--- src/rtl/i2c_ctrl_pkg.sv ---
// Shared types and constants for the I2C master byte sequencer.
package i2c_ctrl_pkg;

    localparam int unsigned PRESC_W       = 8;
    localparam int unsigned BITS_PER_BYTE = 8;
    localparam int unsigned MIN_PRESCALER = 2;

    typedef enum logic [3:0] {
        ST_IDLE       = 4'd0,
        ST_START      = 4'd1,
        ST_ADDR       = 4'd2,
        ST_ADDR_ACK   = 4'd3,
        ST_WDATA      = 4'd4,
        ST_WDATA_ACK  = 4'd5,
        ST_RDATA      = 4'd6,
        ST_RDATA_NACK = 4'd7,
        ST_STOP       = 4'd8
    } state_e;

endpackage

--- src/rtl/i2c_phase_tick.sv ---
// Decodes mid-low (drive) and mid-high (sample) points of each SCL period
// from the clock generator's down-counter.
module i2c_phase_tick
    import i2c_ctrl_pkg::*;
(
    input  logic [PRESC_W-1:0] prescaler_i,
    input  logic [PRESC_W-1:0] counter_i,
    input  logic               scl_i,
    output logic               drive_tick_c,
    output logic               sample_tick_c
);

    logic [PRESC_W:0] half_w;
    logic [PRESC_W:0] sample_pt_w;

    // Sample point can exceed 8 bits for large P; such a point is never reached.
    assign half_w        = (PRESC_W+1)'(prescaler_i >> 1);
    assign sample_pt_w   = (PRESC_W+1)'(prescaler_i) + half_w;
    assign drive_tick_c  = ~scl_i && ((PRESC_W+1)'(counter_i) == half_w);
    assign sample_tick_c =  scl_i && ((PRESC_W+1)'(counter_i) == sample_pt_w);

endmodule

--- src/rtl/i2c_master_ctrl_block.sv ---
// Byte-level I2C master: START, address+R/W, ACK, one data byte, ACK/NACK, STOP,
// pacing itself off the external SCL generator which it holds in reset when idle.
module i2c_master_ctrl_block
    import i2c_ctrl_pkg::*;
(
    input  logic               i2c_core_clock_i,
    input  logic               reset_bit_i,
    input  logic               start_i,
    input  logic               rw_i,
    input  logic [6:0]         addr_i,
    input  logic [7:0]         tx_data_i,
    input  logic [PRESC_W-1:0] prescaler_i,
    input  logic [PRESC_W-1:0] counter_detect_edge_i,
    input  logic               scl_i,
    input  logic               sda_i,
    output logic               clk_gen_reset_o,
    output logic               sda_oe_o,
    output logic               busy_o,
    output logic               done_o,
    output logic               ack_error_o,
    output logic [7:0]         rx_data_o
);

    state_e             state_q, state_d;
    logic [7:0]         shift_q, shift_d;
    logic [2:0]         bit_cnt_q, bit_cnt_d;
    logic [PRESC_W-1:0] hold_cnt_q, hold_cnt_d;
    logic               drv_seen_q, drv_seen_d;
    logic               rw_q, rw_d;
    logic [6:0]         addr_q, addr_d;
    logic [7:0]         tx_q, tx_d;
    logic [PRESC_W-1:0] presc_q, presc_d;
    logic               gen_rst_q, gen_rst_d;
    logic               sda_oe_q, sda_oe_d;
    logic               busy_q, busy_d;
    logic               done_q, done_d;
    logic               ack_err_q, ack_err_d;
    logic [7:0]         rx_q, rx_d;
    logic               drive_tick_c;
    logic               sample_tick_c;
    logic               last_bit_c;

    i2c_phase_tick u_phase_tick (
        .prescaler_i   (presc_q),
        .counter_i     (counter_detect_edge_i),
        .scl_i         (scl_i),
        .drive_tick_c  (drive_tick_c),
        .sample_tick_c (sample_tick_c)
    );

    assign last_bit_c = (bit_cnt_q == 3'(BITS_PER_BYTE - 1));

    always_ff @(posedge i2c_core_clock_i or negedge reset_bit_i) begin
        if (!reset_bit_i) begin
            state_q    <= ST_IDLE;
            shift_q    <= '0;
            bit_cnt_q  <= '0;
            hold_cnt_q <= '0;
            drv_seen_q <= 1'b0;
            rw_q       <= 1'b0;
            addr_q     <= '0;
            tx_q       <= '0;
            presc_q    <= '0;
            gen_rst_q  <= 1'b0;
            sda_oe_q   <= 1'b0;
            busy_q     <= 1'b0;
            done_q     <= 1'b0;
            ack_err_q  <= 1'b0;
            rx_q       <= '0;
        end else begin
            state_q    <= state_d;
            shift_q    <= shift_d;
            bit_cnt_q  <= bit_cnt_d;
            hold_cnt_q <= hold_cnt_d;
            drv_seen_q <= drv_seen_d;
            rw_q       <= rw_d;
            addr_q     <= addr_d;
            tx_q       <= tx_d;
            presc_q    <= presc_d;
            gen_rst_q  <= gen_rst_d;
            sda_oe_q   <= sda_oe_d;
            busy_q     <= busy_d;
            done_q     <= done_d;
            ack_err_q  <= ack_err_d;
            rx_q       <= rx_d;
        end
    end

    // A sample tick only counts once the drive tick of the same bit has been
    // seen; this skips the half high period that follows generator release.
    always_comb begin
        state_d    = state_q;
        shift_d    = shift_q;
        bit_cnt_d  = bit_cnt_q;
        hold_cnt_d = hold_cnt_q;
        drv_seen_d = drv_seen_q;
        rw_d       = rw_q;
        addr_d     = addr_q;
        tx_d       = tx_q;
        presc_d    = presc_q;
        gen_rst_d  = gen_rst_q;
        sda_oe_d   = sda_oe_q;
        done_d     = 1'b0;
        ack_err_d  = ack_err_q;
        rx_d       = rx_q;

        unique case (state_q)
            ST_IDLE: begin
                if (start_i && (prescaler_i >= PRESC_W'(MIN_PRESCALER))) begin
                    rw_d       = rw_i;
                    addr_d     = addr_i;
                    tx_d       = tx_data_i;
                    presc_d    = prescaler_i;
                    ack_err_d  = 1'b0;
                    sda_oe_d   = 1'b1;
                    hold_cnt_d = '0;
                    state_d    = ST_START;
                end
            end
            ST_START: begin
                if (hold_cnt_q == presc_q - PRESC_W'(1)) begin
                    gen_rst_d  = 1'b1;
                    shift_d    = {addr_q, rw_q};
                    bit_cnt_d  = '0;
                    drv_seen_d = 1'b0;
                    state_d    = ST_ADDR;
                end else begin
                    hold_cnt_d = hold_cnt_q + PRESC_W'(1);
                end
            end
            ST_ADDR, ST_WDATA: begin
                if (drive_tick_c) begin
                    sda_oe_d   = ~shift_q[7];
                    drv_seen_d = 1'b1;
                end else if (sample_tick_c && drv_seen_q) begin
                    drv_seen_d = 1'b0;
                    shift_d    = {shift_q[6:0], 1'b0};
                    bit_cnt_d  = bit_cnt_q + 3'd1;
                    if (last_bit_c) begin
                        state_d = (state_q == ST_ADDR) ? ST_ADDR_ACK : ST_WDATA_ACK;
                    end
                end
            end
            ST_ADDR_ACK, ST_WDATA_ACK: begin
                if (drive_tick_c) begin
                    sda_oe_d   = 1'b0;
                    drv_seen_d = 1'b1;
                end else if (sample_tick_c && drv_seen_q) begin
                    drv_seen_d = 1'b0;
                    if (sda_i) begin
                        ack_err_d = 1'b1;
                        state_d   = ST_STOP;
                    end else if (state_q == ST_WDATA_ACK) begin
                        state_d = ST_STOP;
                    end else if (rw_q) begin
                        state_d = ST_RDATA;
                    end else begin
                        shift_d = tx_q;
                        state_d = ST_WDATA;
                    end
                end
            end
            ST_RDATA: begin
                if (drive_tick_c) begin
                    sda_oe_d   = 1'b0;
                    drv_seen_d = 1'b1;
                end else if (sample_tick_c && drv_seen_q) begin
                    drv_seen_d = 1'b0;
                    shift_d    = {shift_q[6:0], sda_i};
                    bit_cnt_d  = bit_cnt_q + 3'd1;
                    if (last_bit_c) begin
                        state_d = ST_RDATA_NACK;
                    end
                end
            end
            ST_RDATA_NACK: begin
                if (drive_tick_c) begin
                    sda_oe_d   = 1'b0;
                    drv_seen_d = 1'b1;
                end else if (sample_tick_c && drv_seen_q) begin
                    drv_seen_d = 1'b0;
                    rx_d       = shift_q;
                    state_d    = ST_STOP;
                end
            end
            ST_STOP: begin
                // Pull low during SCL low, release during SCL high: STOP edge.
                if (drive_tick_c) begin
                    sda_oe_d   = 1'b1;
                    drv_seen_d = 1'b1;
                end else if (sample_tick_c && drv_seen_q) begin
                    drv_seen_d = 1'b0;
                    sda_oe_d   = 1'b0;
                    gen_rst_d  = 1'b0;
                    done_d     = 1'b1;
                    state_d    = ST_IDLE;
                end
            end
            default: begin
                state_d = ST_IDLE;
            end
        endcase

        busy_d = (state_d != ST_IDLE);
    end

    assign clk_gen_reset_o = gen_rst_q;
    assign sda_oe_o        = sda_oe_q;
    assign busy_o          = busy_q;
    assign done_o          = done_q;
    assign ack_error_o     = ack_err_q;
    assign rx_data_o       = rx_q;

endmodule

--- config.mk ---
export PLATFORM = sky130hd
export DESIGN_NAME = i2c_master_ctrl_block
export DESIGN_NICKNAME = d
export VERILOG_FILES = /design/src/rtl/i2c_ctrl_pkg.sv /design/src/rtl/i2c_phase_tick.sv /design/src/rtl/i2c_master_ctrl_block.sv
export SDC_FILE = /design/constraint.sdc
export NUM_CORES = 1
export LEC_CHECK = 0
export ABC_AREA = 0
export BUFFER_PORTS_ARGS = -buffer_cell sky130_fd_sc_hd__buf_2
export CORE_MARGIN = 4
export CORE_UTILIZATION = 45
export CTS_CLUSTER_SIZE = 14
export DETAILED_ROUTE_END_ITERATION = 12
export PLACE_DENSITY = 0.71
export RECOVER_POWER = 25
export SETUP_SLACK_MARGIN = 0.05
export SYNTH_ARGS = -nofsm -noshare
export SYNTH_HDL_FRONTEND = slang
export SYNTH_HIERARCHICAL = 1
export SYNTH_SLANG_ARGS = --single-unit
--- constraint.sdc ---
create_clock -name i2c_core_clock_i -period 4.4 [get_ports i2c_core_clock_i]
set_input_delay 1.1 -clock i2c_core_clock_i [delete_from_list [all_inputs] [get_ports i2c_core_clock_i]]
set_output_delay 1.1 -clock i2c_core_clock_i [all_outputs]
set_load 0.01 [all_outputs]
==> reports/metrics.yaml <==
die:
  core_sq_um: 7810
  fp.dieW_um: 98.3
  ios: 50
  die_area_sq_um: 9660
  die_h_um: 98.3
  start_util: 0.470
  rows: 32
drt:
  routed_wl_mm: 8.14
  wl_per_cell_um: 15.9
  drtAntennaViolNets: 0
  drtIter0Drc: 173
  route.detailed.drc: 0
  viasPerCell: 5.60
  vias: 2867
  drtPass1Iterations: 4
timing:
  worst_slew_pin_slew_ns: 1.81
  post-route-period-util: 0.903
  slew_viol_final: 36
  period_minus_slack_ns: 3.97
  slew_headroom: -0.209
  fmax_ghz: 0.252
  whs_ns: 0.491
  rsz0062_at_grt: "false"
  timing.clock.skew_ns: 0.00885
  setup_viol: 0
  hold_viol_final: 0
  fin_tns_setup_ns: 0
run_status:
  violations: "capacitance limit, slew limit"
  status: "finished, violations left"
global_routing:
  grt_pass1_vias: 2856
  antenna_found_initial: 1
  grt_overflow: 0
  grt_pass1_wl_mm: 13.7
  grt_start_max_net_pins: 36
  grt_usage: 0.175
pwr:
  p_per_area_nw_per_um2: 665
  ir_drop_mv: 0.314
  static-leakage-power_uw: 0.00189
synthesis:
  async_reset_ff_frac: 1.00
  synth-edff-count: 0
  ys_types: 54
  ys_ff_latch: 61
  avgSynthCellArea_sq_um: 10.4
  syn_inst: 352
  syn_nets: 403
  synth_ff_type: "dfrtp_1"
  seq_area_frac_synth: 0.416
  ys_warn_count: 6
  syn_area_sq_um: 3670
clocking:
  ctsResizeCount: 0
  clock_latency_ns: 0.34
  clockBufferDepth: 2
  cts_buffers: 9
  cts-root-buf: "clkbuf_8"
  cts-hold-fix-buffers: 0
  htreeDepth: 3
  cts.sinks: 61
  clkTransAtPathRegs_ns: 0.07
  cts_setup_buffers: 0
  cts_tree: "yes"
setup_path:
  critical-path-slowest-cell: "nor3_2"
  startpoint: "presc_q[1]$_DFFE_PN0P_"
  startpoint_type: "flop"
  worst_path_most_repeated_cell: "nand2_1"
  arrival_ns: 4.20
  cp.required_ns: 4.63
  critPathCaptureType: "flop"
  path_cells: "ha_1 -> fa_1 -> a21o_1 -> a41o_1 -> a21oi_1 -> nand2_1 -> a2111oi_2 -> nand2_1 -> nor2_1 -> nand2_1 -> nor3_2 -> mux2_2"
  crit_type: "reg2reg"
  crit_fanout: 8
  slowest_delay_ns: 0.57
  rr_startpoint: "presc_q[1]$_DFFE_PN0P_"
place:
  portBuffers: 49
  dp_hpwl_mm: 5.88
  gp_congestion: 0.870
cells_and_area:
  drive_above_1_share: 0.293
  area_growth_pct: 15.5
  fin_nets: 456
  diodes: 0
worst_hold_path:
  hold_class: "reg2reg"
  timing.hold.worst.start: "sda_oe_o$_DFFE_PN0P_"
run:
  max-cap-violations: 1
where the power goes:
part	leakage, uW	total (uW)	switching, uW	internal, uW
Clock	0.000107	523	241	282
Combinational	0.00102	1270	634	631
Sequential	0.000757	1030	273	754
Total	0.00189	2820	1150	1670
state kept, by name, summed over array words and instances, names as in the netlist:
name,cells
hold_cnt_q,8
shift_q,8
drv_seen_q,1
state_q,4
sda_oe_o,1
presc_q,8
busy_o,1
rw_q,1
addr_q,7
clk_gen_reset_o,1
done_o,1
rx_data_o,8
tx_q,8
bit_cnt_q,3
ack_error_o,1
logic make-up (layout without fill, tap and decap cells):
family,count (synthesis),count (layout),synth area share
flip-flops,61,61,0.416
adder cells (fa/ha/maj),14,14,0.0498
buffers and inverters,18,76,0.0205
XOR/XNOR,30,30,0.0716
AND/OR/NAND/NOR,117,117,0.178
multiplexers,39,39,0.119
AO/OA/AOI/OAI,73,73,0.144
final cells by class:
cell class	instances	area [sq um]
Fill cell	699	3570
Multi-Input combinational cell	273	2070
Sequential cell	61	1530
Timing Repair Buffer	54	282
Clock buffer	10	138
Tap cell	102	128
Clock inverter	6	70.1
Inverter	6	22.5
cells in the final DEF (no fill, tap or decap), types with 3 or more instances in the layout:
cell type	n
dfrtp_1	61
buf_2	48
nand2_1	42
mux2_2	38
a21oi_1	20
xnor2_1	19
nor2_1	17
ha_1	13
o21ai_0	12
xor2_1	11
clkbuf_8	10
a22oi_1	9
or3_1	8
nand3_1	7
inv_1	6
nand2b_1	5
nand3b_1	5
a21o_1	5
o211ai_1	5
nor3_1	5
nand4_1	5
buf_4	5
a22o_1	3
and3_1	3
per-stage QoR:
| stage | setup slack [ns] | utilization | instances | power (uW) | cell area (sq um) |
|---|---|---|---|---|---|
| 6_report | 0.427 | 0.543 | 512 | 2820 | 4240 |
| 4_1_cts | 0.423 | 0.543 | 512 | 2840 | 4240 |
| 5_1_grt | 0.131 | 0.543 | 512 | 3040 | 4240 |
| 2_1_floorplan | 0.910 | - | 352 | 2010 | 3670 |
| 3_3_place_gp | 0.421 | 0.516 | 496 | 2250 | 4030 |
| 3_5_place_dp | 0.410 | 0.516 | 496 | 2300 | 4030 |
synth_stat cells, drive strengths merged (2+ instances only):
cell	count	area, sq um
a2111oi	2	42.5
a21o	5	37.5
a21oi	20	100
a22o	3	26.3
a22oi	9	67.6
a31oi	2	12.5
a32oi	2	17.5
and2	3	18.8
and3	3	18.8
buf	2	15.0
clkbuf	10	37.5
dfrtp	61	1530
ha	13	163
inv	6	22.5
mux2	38	428
nand2	42	158
nand2b	5	31.3
nand3	7	35.0
nand3b	5	37.5
nand4	5	31.3
nor2	17	63.8
nor2b	2	12.5
nor3	9	72.6
nor4	3	33.8
nor4b	3	41.3
o211ai	5	37.5
o21ai	13	76.3
o31a	2	17.5
o32ai	2	17.5
or3	8	50.1
or3b	2	17.5
or4	2	18.8
xnor2	19	166
xor2	11	96.3
routing by layer:
metal / GRT usage / part of all wire / wire (um) / vias up
met5: 0 / 0.00086 / 7 / -
met4: 0.0462 / 0.0071 / 58 / 2
met3: 0.0564 / 0.067 / 544 / 7
met2: 0.281 / 0.47 / 3840 / 79
met1: 0.230 / 0.45 / 3690 / 1383
li1: - / - / - / 1396
worst max-delay path, delay by kind of cell, from the launching register on:
family / cells / cell delay (ns)
AND/OR/NAND/NOR: 5 / 1.18
multiplexers: 1 / 0.40
AO/OA/AOI/OAI: 4 / 1.15
adder cells (fa/ha/maj): 2 / 0.65
flip-flops: 1 / 0.48
path summary, 6_finish.rpt:
kind / depth (start not counted) / slack, ns / to
worst max register to register: 12 / 0.43 / rx_data_o[2]$_DFFE_PN0P_
max in group asynchronous: 2 / 1.94 / done_o$_DFF_PN0_
worst min register to register: 1 / 0.49 / sda_oe_o$_DFFE_PN0P_
min in group asynchronous: 1 / 1.24 / addr_q[5]$_DFFE_PN0P_
worst min-delay path: 1 / 0.49 / sda_oe_o$_DFFE_PN0P_
worst max-delay path: 12 / 0.43 / rx_data_o[2]$_DFFE_PN0P_
Note: power is estimated with default switching activity, not from simulation.
